File: src/rtl/alu_pkg.sv
// Shared opcode encodings and FSM state type for the sequential ALU.
package alu_pkg;

  localparam logic [3:0] OP_ADD       = 4'd1;
  localparam logic [3:0] OP_ADD_CARRY = 4'd2;
  localparam logic [3:0] OP_SUB       = 4'd3;
  localparam logic [3:0] OP_INC       = 4'd4;
  localparam logic [3:0] OP_DEC       = 4'd5;
  localparam logic [3:0] OP_AND       = 4'd6;
  localparam logic [3:0] OP_NOT       = 4'd7;
  localparam logic [3:0] OP_ROL       = 4'd8;
  localparam logic [3:0] OP_ROR       = 4'd9;
  localparam logic [3:0] OP_OR        = 4'd10;
  localparam logic [3:0] OP_XOR       = 4'd11;
  localparam logic [3:0] OP_MUL       = 4'd12;

  typedef enum logic [1:0] {
    ST_IDLE = 2'd0,
    ST_BUSY = 2'd1,
    ST_DONE = 2'd2
  } alu_state_e;

endpackage

File: src/rtl/alu_mul_seq.sv
// Shift-add unsigned multiplier: one partial product per cycle, BUS_WIDTH cycles per start.
module alu_mul_seq #(
  parameter int unsigned BUS_WIDTH = 8
) (
  input  logic                   clk,
  input  logic                   rst,
  input  logic                   start_i,
  input  logic [BUS_WIDTH-1:0]   a_i,
  input  logic [BUS_WIDTH-1:0]   b_i,
  output logic                   done_o,
  output logic [2*BUS_WIDTH-1:0] product_o
);

  localparam int unsigned CW = $clog2(BUS_WIDTH + 1);

  logic                   busy_q;
  logic [CW-1:0]          cnt_q;
  logic [2*BUS_WIDTH-1:0] acc_q, acc_d;
  logic [2*BUS_WIDTH-1:0] mcand_q;
  logic [BUS_WIDTH-1:0]   mplier_q;

  // The final partial sum is exposed combinationally so the parent can latch it
  // on the same edge that retires the last iteration.
  always_comb begin
    acc_d     = mplier_q[0] ? (acc_q + mcand_q) : acc_q;
    done_o    = busy_q && (cnt_q == CW'(1));
    product_o = acc_d;
  end

  always_ff @(posedge clk) begin
    if (rst) begin
      busy_q   <= 1'b0;
      cnt_q    <= '0;
      acc_q    <= '0;
      mcand_q  <= '0;
      mplier_q <= '0;
    end else if (start_i) begin
      busy_q   <= 1'b1;
      cnt_q    <= CW'(BUS_WIDTH);
      acc_q    <= '0;
      mcand_q  <= {{BUS_WIDTH{1'b0}}, a_i};
      mplier_q <= b_i;
    end else if (busy_q) begin
      acc_q    <= acc_d;
      mcand_q  <= mcand_q << 1;
      mplier_q <= mplier_q >> 1;
      cnt_q    <= cnt_q - CW'(1);
      if (cnt_q == CW'(1)) busy_q <= 1'b0;
    end
  end

endmodule

File: src/rtl/seq_alu.sv
// Registered, valid/ready-handshaked ALU; single-cycle ops complete on accept, MUL uses alu_mul_seq.
module seq_alu
  import alu_pkg::*;
#(
  parameter int unsigned BUS_WIDTH = 8
) (
  input  logic                 clk,
  input  logic                 rst,
  input  logic                 in_valid,
  output logic                 in_ready,
  input  logic [3:0]           opcode,
  input  logic [BUS_WIDTH-1:0] a,
  input  logic [BUS_WIDTH-1:0] b,
  input  logic                 carry_in,
  output logic                 out_valid,
  input  logic                 out_ready,
  output logic [BUS_WIDTH-1:0] y,
  output logic [BUS_WIDTH-1:0] y_hi,
  output logic                 carry_out,
  output logic                 borrow,
  output logic                 zero,
  output logic                 parity,
  output logic                 invalid_op
);

  localparam int unsigned W   = BUS_WIDTH;
  localparam int unsigned SHW = $clog2(BUS_WIDTH);

  alu_state_e     state_q, state_d;
  logic [W-1:0]   y_q, y_hi_q;
  logic           carry_q, borrow_q, zero_q, parity_q, inv_q;

  logic           accept, is_mul, mul_start, mul_done;
  logic [2*W-1:0] mul_prod;
  logic [W-1:0]   res_y;
  logic           res_c, res_bw, res_inv;
  logic [W:0]     wide;
  logic [2*W-1:0] rot;
  logic [SHW-1:0] rot_amt;

  alu_mul_seq #(.BUS_WIDTH(W)) u_mul (
    .clk       (clk),
    .rst       (rst),
    .start_i   (mul_start),
    .a_i       (a),
    .b_i       (b),
    .done_o    (mul_done),
    .product_o (mul_prod)
  );

  // Rotates take the upper/lower half of {a,a} shifted, so amount 0 returns a unchanged.
  always_comb begin
    res_y   = '0;
    res_c   = 1'b0;
    res_bw  = 1'b0;
    res_inv = 1'b0;
    wide    = '0;
    rot     = '0;
    rot_amt = SHW'(32'(b[SHW-1:0]) % BUS_WIDTH);
    case (opcode)
      OP_ADD:       begin wide = {1'b0, a} + {1'b0, b};                      res_y = wide[W-1:0]; res_c  = wide[W]; end
      OP_ADD_CARRY: begin wide = {1'b0, a} + {1'b0, b} + {{W{1'b0}}, carry_in}; res_y = wide[W-1:0]; res_c  = wide[W]; end
      OP_INC:       begin wide = {1'b0, a} + (W+1)'(1);                      res_y = wide[W-1:0]; res_c  = wide[W]; end
      OP_SUB:       begin wide = {1'b0, a} - {1'b0, b};                      res_y = wide[W-1:0]; res_bw = wide[W]; end
      OP_DEC:       begin wide = {1'b0, a} - (W+1)'(1);                      res_y = wide[W-1:0]; res_bw = wide[W]; end
      OP_AND:       res_y = a & b;
      OP_NOT:       res_y = ~a;
      OP_OR:        res_y = a | b;
      OP_XOR:       res_y = a ^ b;
      OP_ROL:       begin rot = {a, a} << rot_amt; res_y = rot[2*W-1:W]; end
      OP_ROR:       begin rot = {a, a} >> rot_amt; res_y = rot[W-1:0];   end
      OP_MUL:       res_y = '0;
      default:      res_inv = 1'b1;
    endcase
  end

  always_comb begin
    in_ready  = (state_q == ST_IDLE) || ((state_q == ST_DONE) && out_ready);
    accept    = in_valid && in_ready;
    is_mul    = (opcode == OP_MUL);
    mul_start = accept && is_mul;
    state_d   = state_q;
    case (state_q)
      ST_IDLE, ST_DONE: begin
        if (accept)                 state_d = is_mul ? ST_BUSY : ST_DONE;
        else if (state_q == ST_DONE && out_ready) state_d = ST_IDLE;
      end
      ST_BUSY: if (mul_done) state_d = ST_DONE;
      default: state_d = ST_IDLE;
    endcase
  end

  always_ff @(posedge clk) begin
    if (rst) begin
      state_q  <= ST_IDLE;
      y_q      <= '0;
      y_hi_q   <= '0;
      carry_q  <= 1'b0;
      borrow_q <= 1'b0;
      zero_q   <= 1'b0;
      parity_q <= 1'b0;
      inv_q    <= 1'b0;
    end else begin
      state_q <= state_d;
      if (accept && !is_mul) begin
        y_q      <= res_y;
        y_hi_q   <= '0;
        carry_q  <= res_c;
        borrow_q <= res_bw;
        zero_q   <= (res_y == '0);
        parity_q <= ^res_y;
        inv_q    <= res_inv;
      end else if (state_q == ST_BUSY && mul_done) begin
        y_q      <= mul_prod[W-1:0];
        y_hi_q   <= mul_prod[2*W-1:W];
        carry_q  <= |mul_prod[2*W-1:W];
        borrow_q <= 1'b0;
        zero_q   <= (mul_prod == '0);
        parity_q <= ^mul_prod[W-1:0];
        inv_q    <= 1'b0;
      end
    end
  end

  assign out_valid  = (state_q == ST_DONE);
  assign y          = y_q;
  assign y_hi       = y_hi_q;
  assign carry_out  = carry_q;
  assign borrow     = borrow_q;
  assign zero       = zero_q;
  assign parity     = parity_q;
  assign invalid_op = inv_q;

endmodule

File: config.mk
export PLATFORM = sky130hd
export DESIGN_NAME = seq_alu
export DESIGN_NICKNAME = d
export VERILOG_FILES = /design/src/rtl/alu_pkg.sv /design/src/rtl/alu_mul_seq.sv /design/src/rtl/seq_alu.sv
export SDC_FILE = /design/constraint.sdc
export NUM_CORES = 1
export LEC_CHECK = 0
export CORE_ASPECT_RATIO = 0.7
export CORE_UTILIZATION = 45
export DETAILED_ROUTE_END_ITERATION = 7
export SLEW_MARGIN = 20
export SYNTH_ARGS = -nofsm -noshare
export SYNTH_HDL_FRONTEND = slang
export SYNTH_SLANG_ARGS = --single-unit
File: constraint.sdc
create_clock -name clk -period 5.1 [get_ports clk]
set_input_delay 0.51 -clock clk [delete_from_list [all_inputs] [get_ports clk]]
set_output_delay 0.51 -clock clk [all_outputs]
set_load 0.01 [all_outputs]
==> impl_metrics.json <==
{
  "status": "completed",
  "multiInputGateArea_mm2": 0.00446,
  "timing.setup.critical_path_class": "in -> reg",
  "max_stage_delay_ps": 660,
  "worstSetupStartpointType": "primary input",
  "synth_compound_area_share_pct": 25.0,
  "dp_worst_setup_slack_ps": 658,
  "achievable-frequency_ghz": 0.237,
  "fin_tns_setup_ps": 0,
  "muxShareOfSynthArea_pct": 10.5,
  "critical_path_peak_fanout": 8,
  "synth_edf_count": 0,
  "synthFlopType": "sky130_fd_sc_hd__dfxtp_1",
  "global_placement_routability_congestion": 0.996,
  "syn_area_per_cell_um2": 7.87,
  "yosys_register_bits": 68,
  "area_growth_syn_to_layout_pct": 16.9,
  "sequential_cell_area_mm2": 0.00136,
  "post_syn_nets": 863,
  "routed_wl_um": 20500,
  "synth_top_family_by_area": "compound AO/OA/AOI/OAI gates",
  "max-vdd-ir-drop_uv": 172,
  "nFillCells": 1274,
  "hpwlAfterDp_um": 16000,
  "antenna_found_initial": 0,
  "worst_skew_pair_later_pin_latency_ps": 340,
  "iteration_0_drc_markers": 578,
  "cts_inserted_buffers": 9,
  "clock_tree_root_driver_cell": "sky130_fd_sc_hd__clkbuf_16",
  "die_area_mm2": 0.0141,
  "numPortBuffers": 47,
  "hp-class": "reg -> reg",
  "timing.final.ws_setup_ps": 883,
  "fin_crit_sh_pct": 82.7,
  "drv_slew": 0,
  "ctsHoldBuffers": 0,
  "layout.cell_area.non_filler_mm2": 0.00718,
  "worstSetupEndpointType": "register",
  "path_cells": "clkdlybuf4s50_1 -> inv_1 -> ha_1 -> a21oi_1 -> o21ba_2 -> xnor2_1 -> and3_1 -> nand2_1 -> xnor2_1 -> a221oi_1 -> ha_1 -> xnor2_1 -> xnor2_1 -> o22ai_1 -> a21oi_1 -> nor2_1",
  "critical-path-slowest-cell": "sky130_fd_sc_hd__clkdlybuf4s50_1",
  "arrival_ps": 4430,
  "drv.max_cap_violation_count": 0,
  "vias": 6055,
  "core_mm2": 0.0132,
  "pin_slew_with_the_least_headroom_to_its_limit_ps": 1040,
  "drt-pass1-iter-count": 5,
  "post_dp_cell_area_mm2": 0.00686,
  "die_w_um": 142,
  "synth_warnings": 0,
  "synthesis.area_mm2": 0.00615,
  "final_nets": 898,
  "post_cts_buffers": 0,
  "worst_slew_margin_rel_pct": 30.6,
  "htreeDepth": 3,
  "post_drt_wl_per_cell_um": 20.4,
  "drc": 0,
  "avgViaCountPerCell": 6.01,
  "cts_buffer_depth": 2,
  "initial_core_util_pct": 46.5,
  "clock-sinks": 68,
  "synth_adder_area_share_pct": 12.0,
  "critical_path_required_ps": 5310,
  "cts_resized": 0,
  "first_global_vias": 5607,
  "synth-seq-area-share_pct": 22.1,
  "cpMostUsedCell": "sky130_fd_sc_hd__xnor2_1",
  "ffs_w_async_s_r_synth_pct": 0,
  "synth_cells": 781,
  "layout_min_cycle_time_ps": 4220,
  "clk_pin_slew_worst_paths_ps": 60,
  "power.density_cell_area_mw_per_mm2": 236,
  "ios": 48,
  "global_route.usage.total_pct": 29.8,
  "clock_tree_from_tritoncts": "yes",
  "setup_viol": 0,
  "final.setup_skew_ps": 6.07,
  "fp.dieH_um": 99.8,
  "synthXorXnorAreaFrac_pct": 5.98,
  "final_layout_size_suffix_gt1_share_pct": 8.28,
  "grt_start_max_net_pins": 60,
  "wire_length_of_the_first_global_routing_pass_um": 32000,
  "synth_cell_types": 71,
  "gr-total-overflow": 0,
  "fp-row-count": 35,
  "timing_hold_violations_final": 0,
  "yosys.area_share.simple_pct": 19.1,
  "rsz_0062_raised_after_global_routing": "false",
  "leakagePower_uw": 0.00284,
  "drt.antenna.violating_nets": 0
}
==> placed cells by master (no fill, tap or decap), types with 6 or more instances in the layout <==
cell                              instances
sky130_fd_sc_hd__a211oi_1                45
sky130_fd_sc_hd__a21o_1                   6
sky130_fd_sc_hd__a21oi_1                 53
sky130_fd_sc_hd__a221oi_1                 6
sky130_fd_sc_hd__buf_4                   25
sky130_fd_sc_hd__clkbuf_16                9
sky130_fd_sc_hd__clkdlybuf4s50_1         47
sky130_fd_sc_hd__dfxtp_1                 67
sky130_fd_sc_hd__ha_1                    54
sky130_fd_sc_hd__inv_1                   35
sky130_fd_sc_hd__mux2_2                   6
sky130_fd_sc_hd__mux2i_1                 58
sky130_fd_sc_hd__nand2_1                 54
sky130_fd_sc_hd__nand2b_1                 8
sky130_fd_sc_hd__nand3_1                 19
sky130_fd_sc_hd__nor2_1                 111
sky130_fd_sc_hd__nor2b_1                  8
sky130_fd_sc_hd__nor3_1                   9
sky130_fd_sc_hd__o21ai_0                 22
sky130_fd_sc_hd__o22ai_1                 13
sky130_fd_sc_hd__xnor2_1                 29
sky130_fd_sc_hd__xor2_1                  13
==> registers in the layout, indices dropped and copies added (netlist names) <==
| name | flops |
|---|---|
| u_mul.mplier_q | 8 |
| y | 8 |
| u_mul.acc_q | 16 |
| carry_out | 1 |
| borrow | 1 |
| parity | 1 |
| u_mul.cnt_q | 4 |
| u_mul.busy_q | 1 |
| u_mul.mcand_q | 16 |
| invalid_op | 1 |
| state_q | 2 |
| zero | 1 |
| y_hi | 8 |
==> report_power, final <==
part | leakage, uW | internal (uW) | total (uW) | switching, uW
Clock | 0.000151 | 440 | 680 | 240
Sequential | 0.000551 | 549 | 564 | 14.9
Combinational | 0.00214 | 187 | 449 | 262
Total | 0.00284 | 1180 | 1690 | 517
==> critical path, delay by kind of cell <==
kind                     cells  cell delay (ps)
AO/OA/AOI/OAI                5             1340
XOR/XNOR                     4              720
adder cells (fa/ha/maj)      2              670
buffers and inverters        2              770
AND/OR/NAND/NOR              3              430
==> routing by layer <==
layer	vias to the layer above	routed length (um)	track usage, %
met5	-	0	0
met4	0	221	6.62
met3	22	1920	7.44
met2	241	7630	38.6
met1	2867	10800	47.4
li1	2925	-	-
==> through the flow <==
step | hold WS, ps | util [%] | std cells | power, uW
global route | 469 | 54.3 | 1006 | 1760
global placement | 444 | 51.8 | 990 | 1010
finish | 451 | 54.3 | 1007 | 1690
detailed placement | 448 | 51.8 | 990 | 1010
floorplan | 453 | - | 781 | 857
CTS | 456 | 54.3 | 1006 | 1690
==> cells by family (layout without fill, tap and decap cells) <==
group                    after synthesis  count (layout)
buffers and inverters                 85             125
multiplexers                          64              64
adder cells (fa/ha/maj)               57              57
other                                  0               1
flip-flops                            68              68
XOR/XNOR                              42              42
AND/OR/NAND/NOR                      249             249
AO/OA/AOI/OAI                        216             216
==> cells in the mapped netlist, types with 6 or more instances <==
cell type	count	share of area, %
sky130_fd_sc_hd__o21ai_0	22	1.8
sky130_fd_sc_hd__ha_1	54	11
sky130_fd_sc_hd__a21oi_1	53	4.3
sky130_fd_sc_hd__nand2b_1	8	0.81
sky130_fd_sc_hd__mux2_2	6	1.1
sky130_fd_sc_hd__o22ai_1	13	1.3
sky130_fd_sc_hd__buf_1	7	0.43
sky130_fd_sc_hd__xor2_1	13	1.9
sky130_fd_sc_hd__nor2b_1	8	0.81
sky130_fd_sc_hd__a221oi_1	6	0.85
sky130_fd_sc_hd__a211oi_1	45	5.5
sky130_fd_sc_hd__nand2_1	54	3.3
sky130_fd_sc_hd__xnor2_1	29	4.1
sky130_fd_sc_hd__nor3_1	9	0.73
sky130_fd_sc_hd__mux2i_1	58	9.4
sky130_fd_sc_hd__clkbuf_1	39	2.4
sky130_fd_sc_hd__nor2_1	111	6.8
sky130_fd_sc_hd__inv_1	35	2.1
sky130_fd_sc_hd__a21o_1	6	0.73
sky130_fd_sc_hd__dfxtp_1	68	22
sky130_fd_sc_hd__nand3_1	19	1.5
==> area by class of cell <==
type | instances | share of cell area [%]
Tap cell | 185 | 3.22
Sequential cell | 68 | 19.0
Multi-Input combinational cell | 628 | 62.1
Inverter | 37 | 1.93
Timing Repair Buffer | 72 | 9.16
Antenna cell | 1 | 0.0348
Clock inverter | 6 | 1.22
Clock buffer | 10 | 3.33
==> final timing paths <==
| check | startpoint | to | slack, ps | depth (start not counted) |
|---|---|---|---|---|
| max | a[1] | parity | 880 | 16 |
| min | y_hi[7] | y_hi[7] | 450 | 2 |
| max reg2reg | u_mul.mcand_q[0] | carry_out | 1460 | 10 |
| min reg2reg | y_hi[7] | y_hi[7] | 450 | 2 |
No activity file was read; power rests on OpenSTA's default activity.
